$ cat src/rtl/proc_io_pkg.sv
// Shared definitions for the Processor's din/dout datapath and its I/O buffers.
package proc_io_pkg;

  localparam int PROC_DATA_W = 16;

  typedef logic [PROC_DATA_W-1:0] proc_word_t;

  function automatic int ptr_w(input int depth);
    return $clog2(depth);
  endfunction

endpackage

$ cat src/rtl/proc_out_fifo_mem.sv
// Storage for proc_out_fifo: one synchronous write port, one asynchronous read port.
module proc_out_fifo_mem #(
  parameter int DATA_W = 16,
  parameter int DEPTH  = 16,
  parameter int AW     = 4
) (
  input  logic              clk,
  input  logic              we,
  input  logic [AW-1:0]     wr_addr,
  input  logic [DATA_W-1:0] wr_data,
  input  logic [AW-1:0]     rd_addr,
  output logic [DATA_W-1:0] rd_data
);

  logic [DATA_W-1:0] ram [DEPTH];

  always_ff @(posedge clk) begin
    if (we) ram[wr_addr] <= wr_data;
  end

  assign rd_data = ram[rd_addr];

endmodule

$ cat src/rtl/proc_out_fifo.sv
// First-word-fall-through output queue behind the Processor's dout port, with
// registered status flags and a sticky overflow flag for dropped writes.
module proc_out_fifo
  import proc_io_pkg::*;
#(
  parameter int DATA_W    = PROC_DATA_W,
  parameter int DEPTH     = 16,
  parameter int AFULL_LVL = 12,
  localparam int PW = ptr_w(DEPTH),
  localparam int CW = PW + 1
) (
  input  logic              clk,
  input  logic              sys_rst,
  input  logic              wr_en,
  input  logic [DATA_W-1:0] wr_data,
  input  logic              rd_ready,
  output logic              rd_valid,
  output logic [DATA_W-1:0] rd_data,
  output logic [CW-1:0]     count,
  output logic              full,
  output logic              almost_full,
  output logic              empty,
  output logic              overflow,
  input  logic              clr_ovf
);

  localparam logic [CW-1:0] FULL_CNT  = CW'(DEPTH);
  localparam logic [CW-1:0] AFULL_CNT = CW'(AFULL_LVL);

  logic [PW-1:0]     wr_ptr, rd_ptr, rd_ptr_nxt;
  logic [CW-1:0]     count_after_pop, count_nxt;
  logic              push, pop, drop;
  logic [DATA_W-1:0] mem_rd;

  always_comb begin
    pop             = rd_valid & rd_ready;
    push            = wr_en & (~full | pop);
    drop            = wr_en & full & ~pop;
    rd_ptr_nxt      = pop ? rd_ptr + 1'b1 : rd_ptr;
    count_after_pop = count - CW'(pop);
    count_nxt       = count_after_pop + CW'(push);
  end

  // Read address is the head after this edge, so rd_data can be registered.
  proc_out_fifo_mem #(
    .DATA_W (DATA_W),
    .DEPTH  (DEPTH),
    .AW     (PW)
  ) u_mem (
    .clk     (clk),
    .we      (push),
    .wr_addr (wr_ptr),
    .wr_data (wr_data),
    .rd_addr (rd_ptr_nxt),
    .rd_data (mem_rd)
  );

  always_ff @(posedge clk or negedge sys_rst) begin
    if (!sys_rst) begin
      wr_ptr      <= '0;
      rd_ptr      <= '0;
      count       <= '0;
      rd_valid    <= 1'b0;
      rd_data     <= '0;
      full        <= 1'b0;
      almost_full <= 1'b0;
      empty       <= 1'b1;
      overflow    <= 1'b0;
    end else begin
      if (push) wr_ptr <= wr_ptr + 1'b1;
      rd_ptr      <= rd_ptr_nxt;
      count       <= count_nxt;
      full        <= (count_nxt == FULL_CNT);
      almost_full <= (count_nxt >= AFULL_CNT);
      empty       <= (count_nxt == '0);
      rd_valid    <= (count_nxt != '0);
      overflow    <= drop | (overflow & ~clr_ovf);
      // New head is the incoming word when nothing else survives the pop.
      if (push && count_after_pop == '0) rd_data <= wr_data;
      else if (count_after_pop != '0)    rd_data <= mem_rd;
    end
  end

endmodule
$ cat config.mk
export PLATFORM = sky130hd
export DESIGN_NAME = proc_out_fifo
export DESIGN_NICKNAME = d
export VERILOG_FILES = /design/src/rtl/proc_io_pkg.sv /design/src/rtl/proc_out_fifo_mem.sv /design/src/rtl/proc_out_fifo.sv
export SDC_FILE = /design/constraint.sdc
export NUM_CORES = 1
export LEC_CHECK = 0
export ABC_AREA = 1
export BUFFER_PORTS_ARGS = -buffer_cell sky130_fd_sc_hd__buf_2
export CAP_MARGIN = 20
export CORE_MARGIN = 5
export CORE_UTILIZATION = 45
export CTS_CLUSTER_SIZE = 12
export DETAILED_ROUTE_END_ITERATION = 10
export HOLD_SLACK_MARGIN = 0.08
export PLACE_DENSITY = 0.73
export SETUP_SLACK_MARGIN = 0.05
export SYNTH_ARGS = -nofsm -noshare
export SYNTH_HDL_FRONTEND = slang
export SYNTH_HIERARCHICAL = 1
export SYNTH_SLANG_ARGS = --single-unit
$ cat constraint.sdc
create_clock -name clk -period 3.6 [get_ports clk]
set_input_delay 0.72 -clock clk [delete_from_list [all_inputs] [get_ports clk]]
set_output_delay 0.72 -clock clk [all_outputs]
set_load 0.02 [all_outputs]
==> impl_results.md, run 1 <==
- Critical path fanouts, max: 17
- Worst Max-Slew Pin Slew: 0.838 ns
- CP startpoint: rd_valid$_DFF_PN0_
- R2R Path Start: rd_valid$_DFF_PN0_
- H-tree levels: 1
- Vias in the first global route: 8784
- Post-synth top area cell: edfxtp_1
- Num rows: 61
- Slew HR: 44.1%
- First-pass GRT wire length: 49400 um
- Die width: 179 um
- TritonCTS buffer count: 30
- Final Util: 51.8%
- Top post-synthesis cells by area: edfxtp_1 60%, nand2_1 12%, nand3_1 8.5%, dfrtp_1 6.4%, inv_1 6.1%
- Dpl hpwl: 19400 um
- LEAKAGE: 0.00630 uW
- CTS tree: yes
- Syn nets: 1280
- Hold Fails Final Rpt: 0
- Top cell type's share of synthesized area: 60.0%
- Post-CTS setup buffer count: 0
- Max-slew violation count: 0
- Hold slack final: 0.278 ns
- Share of cells above drive strength 1: 11.9%
- Startpoint Class: flip-flop
- Mapped Cells: 1254
- Die Y-Extent: 179 um
- Synth cell types: 28
- WS Path Type: flip-flop to flip-flop
- Post-CTS sizing: 0
- Worst setup endpoint: rd_data[14]$_DFFE_PN0P_
- Hold-fix buffers at CTS: 0
- Die area: 31900 um^2
- # fillers: 2442
- Clock skew: 0.0123 ns
- Cell Pwr Density: 899 nW/um^2
- Area Overhead vs Synth: 13.1%
- DRT Pass-1 Iters: 6
- Worst-case clock buffer depth: 3
- Grt ovf: 0
- Num ports: 47
- Hold crit path type: primary input to async pin
- Status: finished clean
- First DRT Iteration DRCs: 1060
- Arr. time, crit path: 2.88 ns
- N_diodes: 0
- Min cycle time layout: 2.40 ns
- Max VDD drop: 0.000901 V
- Antenna-violating nets left: 0
- Sequential fraction of the synthesis area: 66.7%
- Final wirelength: 31700 um
- CTS Sinks: 290
- Synth Area per Inst: 10.2 um^2
- Reg-to-reg slack, setup: 1.20 ns
- FMAX: 416 MHz
- Worst EP required: 4.08 ns
- Final setup viols: 0
- Synthesized area: 12800 um^2
- Setup repair after global routing missed its margin: false
- TNS Setup: 0 ns
- Vias per inst: 5.26
- Final Wtd Congestion: 0.896
- Yosys reg bits: 290
- Total GRT Usage: 20.1%
- Final #Nets: 1335
- R2R cell count: 13
- Clk slew on worst S/H paths: 0.06 ns
- I/O Buffers: 46
- Worst r2r dst: rd_data[14]$_DFFE_PN0P_
- Core area: 27900 um^2
- DRC: 0
- Clock root cell: clkbuf_16
- Starting Density: 45.8%
- Number of synthesis warnings: 6
- Initial antenna violation count: 1
- Post-route worst setup slack: 1.20 ns
- Via Count: 8988
- Place WS: 0.902 ns
- Part of the cycle the worst path needs: 66.8%
- Clk_lat worst skew: 0.54 ns
- Wire length per cell: 18.6 um
- Crit. End Element: flip-flop
- Max-cap violations: 0
- Largest net degree at the start of global routing: 129
final cells by class:
type | count | area (um^2) | share of cell area (%)
clock buffer | 48 | 891 | 6.15
clock inverter | 6 | 51.3 | 0.354
inverter | 213 | 801 | 5.53
multi-input combinational | 694 | 3170 | 21.9
sequential | 290 | 8540 | 59.0
tap | 378 | 473 | 3.27
timing repair buffer | 80 | 548 | 3.79
how the worst min path moves through the flow:
stage / slack, ns / from / cells past startpoint / end
CTS: 0.29 / sys_rst / 1 / rd_data[1]$_DFFE_PN0P_
floorplan: 0.42 / sys_rst / 0 / almost_full$_DFF_PN0_
global route: 0.32 / sys_rst / 1 / rd_data[1]$_DFFE_PN0P_
global placement: 0.49 / rd_data[1]$_DFFE_PN0P_ / 2 / rd_data[1]$_DFFE_PN0P_
finish: 0.28 / sys_rst / 1 / rd_data[1]$_DFFE_PN0P_
detailed placement: 0.49 / rd_data[1]$_DFFE_PN0P_ / 2 / rd_data[1]$_DFFE_PN0P_
critical path: stages (launching register included):
cell,delay (ns)
dfrtp_1,0.45
nand2_4,0.13
nor2_4,0.12
ha_1,0.26
inv_2,0.07
nand2_1,0.06
nand2_1,0.08
nor2_1,0.09
nand2_1,0.09
nor2_4,0.42
nand3_1,0.30
nand2_1,0.15
nand2_1,0.07
nand2_1,0.05
cells in the final DEF, fill, tap and decap left out:
master     netlist  final
buf_4           21     29
xnor2_1          5      3
nor3_1           1      1
mux2_2           1      1
clkbuf_8         0      3
nand2_1        403    403
inv_1          209    209
nand2_2          6      6
o21ai_0          1      1
nand2_4          1      1
clkbuf_1        10     13
bufinv_16        0      1
nor2_1          25      9
dfstp_2          1      1
nor2_8           1      1
buf_12           0      5
xor2_2           0      1
nor2_4           4      4
nand4_1         17     17
clkinv_2         0      3
nor2_2           1     17
nand3_4          1      1
nand3b_1         3      3
buf_2           20     46
edfxtp_1       256    256
nand3_1        217    217
inv_2            4      3
clkbuf_16        0     32
clkinv_1         0      3
dfrtp_1         33     33
ha_1             5      5
xnor2_2          1      3
metrics by stage:
| stage | cell area, um^2 | cells | power [uW] |
|---|---|---|---|
| 2_1_floorplan | 12800 | 1254 | 8480 |
| 3_3_place_gp | 13500 | 1655 | 9990 |
| 3_5_place_dp | 13500 | 1655 | 10100 |
| 4_1_cts | 14500 | 1709 | 13000 |
| 5_1_grt | 14500 | 1709 | 13800 |
| 6_report | 14500 | 1709 | 13000 |
cell usage after synthesis (all sizes together):
| cell | number |
|---|---|
| nand4 | 17 |
| nand3 | 218 |
| nor3 | 1 |
| buf | 47 |
| inv | 213 |
| clkbuf | 10 |
| edfxtp | 256 |
| dfrtp | 33 |
| ha | 5 |
| nand2 | 410 |
| nand3b | 3 |
| dfstp | 1 |
| o21ai | 1 |
| mux2 | 1 |
| nor2 | 31 |
| xnor2 | 6 |
| xor2 | 1 |
registers in the layout (all words and copies together), names as in the netlist, 4 cells and up:
signal	cells
rd_ptr	4
u_mem/ram	256
count	5
wr_ptr	4
rd_data	16
per-layer routing:
metal | share of wire [%] | up-vias | track usage (%)
li1 | - | 4166 | -
met1 | 41 | 4335 | 27.9
met2 | 49 | 412 | 33.2
met3 | 7.8 | 73 | 2.72
met4 | 2.9 | 2 | 6.11
met5 | 0.041 | - | 0
report_power, final:
group | switching, uW | internal [uW]
registers | 244 | 4200
clock network | 1180 | 1750
logic | 3940 | 1700
total | 5360 | 7650
cell families after synthesis:
family | synth area share [%]
xor+xnor | 0.537
buf+inv | 9.02
compound gates | 0.0390
fa+ha+maj | 0.489
simple gates | 23.1
flops | 66.7
mux | 0.0879
Power figures use the tool's default switching activity.
==> run 2: changes to the inputs <==
--- a/config.mk
+++ b/config.mk
@@ -13,7 +13,7 @@
 export CTS_CLUSTER_SIZE = 12
 export DETAILED_ROUTE_END_ITERATION = 10
 export HOLD_SLACK_MARGIN = 0.08
-export PLACE_DENSITY = 0.73
+export PLACE_DENSITY = 0.75
 export SETUP_SLACK_MARGIN = 0.05
 export SYNTH_ARGS = -nofsm -noshare
 export SYNTH_HDL_FRONTEND = slang
==> constraint.sdc (replaced) <==
create_clock -name clk -period 1.95 [get_ports clk]
set_input_delay 0.39 -clock clk [delete_from_list [all_inputs] [get_ports clk]]
set_output_delay 0.39 -clock clk [all_outputs]
set_load 0.02 [all_outputs]
==> run 2 against run 1 <==
- the run now ends with negative setup slack left
- sequential power increased by 85%
- wire length is 11% higher
- critical path depth did not move
- global-route usage rose by 0.59 points
- non-clock buffer count increased by 60
- first-iteration DRC count decreased by 2.6%
- die area did not move
- largest cell class unchanged
- cell count rose by 3.7%
- critical endpoint is now rd_data[12]$_DFFE_PN0P_
- power up 110%
- via count is 6.2% higher
- sequential share of layout area fell by 5.0 points
==> impl_results.md, run 2 (same netlist as run 1, synthesis figures left out) <==
- Vias per inst: 5.39
- Vias in the first global route: 8995
- Total GRT Usage: 20.7%
- Reg-to-reg slack, setup: -0.08 ns
- Starting Density: 45.8%
- Worst-case clock buffer depth: 3
- Antenna-violating nets left: 0
- Die width: 179 um
- Max-slew violation count: 0
- Part of the cycle the worst path needs: 104%
- Final Util: 56.6%
- DRT Pass-1 Iters: 7
- I/O Buffers: 46
- Top delay family on crit path: buffers and inverters
- Final setup viols: 15
- Grt ovf: 0
- Status: finished, violations left
- First-pass GRT wire length: 50300 um
- Post-route worst setup slack: -0.0778 ns
- Most flop-heavy register: u_mem/ram
- DRC: 0
- First DRT Iteration DRCs: 1032
- CTS Sinks: 290
- Violations in the final reports: negative setup slack
- Num ports: 47
- FMAX: 493 MHz
- Largest regs: u_mem/ram (256), rd_data (16), count (5)
- Crit path largest cell delay: 0.38 ns
- R2R Path Start: rd_valid$_DFF_PN0_
- Wire length per cell: 19.8 um
- Crit-path cells: nand2_4, buf_6, xnor2_4, buf_6, buf_12, clkbuf_16, nand2_1, nand3_1, nand3_1, nand3_1, nand2_1, nand2_1, nand3_1
- R2R cell count: 13
- TritonCTS buffer count: 30
- LEAKAGE: 0.00685 uW
- Setup repair after global routing missed its margin: true
- WS Path Type: flip-flop to flip-flop
- Clock root cell: clkbuf_16
- Max FFs per register: 256
- Slew HR: 41.4%
- Dpl hpwl: 19300 um
- Most frequent cells in the layout: 388 x nand2_1, 256 x edfxtp_1, 208 x inv_1
- Startpoint Class: flip-flop
- Worst Max-Slew Pin Slew: 0.879 ns
- Clk slew on worst S/H paths: 0.07 ns
- Max-cap violations: 0
- Via Count: 9547
- Share of cells above drive strength 1: 18.2%
- H-tree levels: 1
- Hold crit path type: primary input to flip-flop
- Arr. time, crit path: 2.46 ns
- CP bufs+invs: 4
- Hold Fails Final Rpt: 0
- CP Depth: 13
- Clock skew: 0.0312 ns
- Worst r2r dst: rd_data[12]$_DFFE_PN0P_
- Worst path slowest cell: dfrtp_2
- TNS Setup: -0.541 ns
- Final wirelength: 35100 um
- Crit. End Element: flip-flop
- Min cycle time layout: 2.03 ns
- Most common cell after layout, fill and taps aside: nand2_1
- Final Wtd Congestion: 0.830
- Hold Crit Depth: 1
- Largest net degree at the start of global routing: 39
- Worst setup endpoint: rd_data[12]$_DFFE_PN0P_
- Worst EP required: 2.38 ns
- Core area: 27900 um^2
- CTS tree: yes
- Critical path fanouts, max: 14
- Max VDD drop: 0.00127 V
- Clk_lat worst skew: 0.57 ns
- CP startpoint: rd_valid$_DFF_PN0_
- Die Y-Extent: 179 um
- # fillers: 2256
- CP dominant cell by count: nand3_1
- Cell Pwr Density: 1760 nW/um^2
- Die area: 31900 um^2
- Final #Nets: 1395
- Num rows: 61
- Initial antenna violation count: 1
- Area Overhead vs Synth: 23.6%
[run 2: changes by cell type in the layout (fill, tap and decap cells not counted), moves of 8 or more]
cell       previous run  this run
nand2_2               6        20
buf_12                5        29
nor2_2               17         5
nand3_1             217       202
nor2_4                4        18
buf_6                 0         8
nand2_1             403       388
nand3_2               0        15
clkbuf_16            32        40
buf_4                29        38
[run 2: layer usage]
layer  up-vias  GRT usage (%)  routed length [um]
met4         2           8.35                1510
met2       553           33.7               16800
met1      4563           27.5               13400
met5         -              0                  11
met3       121           3.77                3390
li1       4308              -                   -
[run 2: through the flow]
| step | instances | worst slack, ns | total power [uW] | instance area [um^2] | hold WS (ns) |
|---|---|---|---|---|---|
| 4_1_cts | 1752 | 0.0352 | 25800 | 15300 | 0.192 |
| 3_3_place_gp | 1688 | -0.0334 | 19400 | 14100 | 0.469 |
| 2_1_floorplan | 1254 | -0.0531 | 15800 | 12900 | 0.0944 |
| 5_1_grt | 1771 | -0.209 | 29200 | 15800 | 0.212 |
| 3_5_place_dp | 1688 | -0.0861 | 19700 | 14100 | 0.485 |
| 6_report | 1772 | -0.0778 | 27900 | 15800 | 0.204 |
[run 2: worst min path at each step]
stage                                start                     endpoint  slack (ns)
floorplan                          sys_rst        almost_full$_DFF_PN0_        0.09
finish                         wr_data[15]  u_mem/ram[13][15]$_DFFE_PP_        0.20
detailed placement  rd_data[1]$_DFFE_PN0P_       rd_data[1]$_DFFE_PN0P_        0.48
CTS                            wr_data[15]  u_mem/ram[13][15]$_DFFE_PP_        0.19
global placement    rd_data[1]$_DFFE_PN0P_       rd_data[1]$_DFFE_PN0P_        0.47
global route                   wr_data[15]  u_mem/ram[13][15]$_DFFE_PP_        0.21
[run 2: cell type report]
type	count	area [um^2]	area share, %
Antenna cell	1	2.50	0.0158
Timing Repair Buffer	140	1620	10.2
Sequential cell	290	8540	54.0
Inverter	213	812	5.13
Multi-Input combinational cell	694	3430	21.7
Clock buffer	48	848	5.36
Tap cell	378	473	2.99
Clock inverter	8	97.6	0.617
[run 2: power by group]
part	internal [uW]	switching, uW
Clock	3230	2290
Sequential	7750	479
Combinational	5620	8530
Total	16600	11300
[run 2: what timing repair did]
| item | CTS | global route |
|---|---|---|
| buffers inserted | 3 | 9 |
| endpoints found under the setup margin | 19 | 20 |
| pin swaps | 4 | 20 |
| hold endpoints to repair | 34 | 0 |
| gates resized for setup | 17 | 51 |
| hold buffers | 3 | 0 |
| cloned | 2 | 10 |
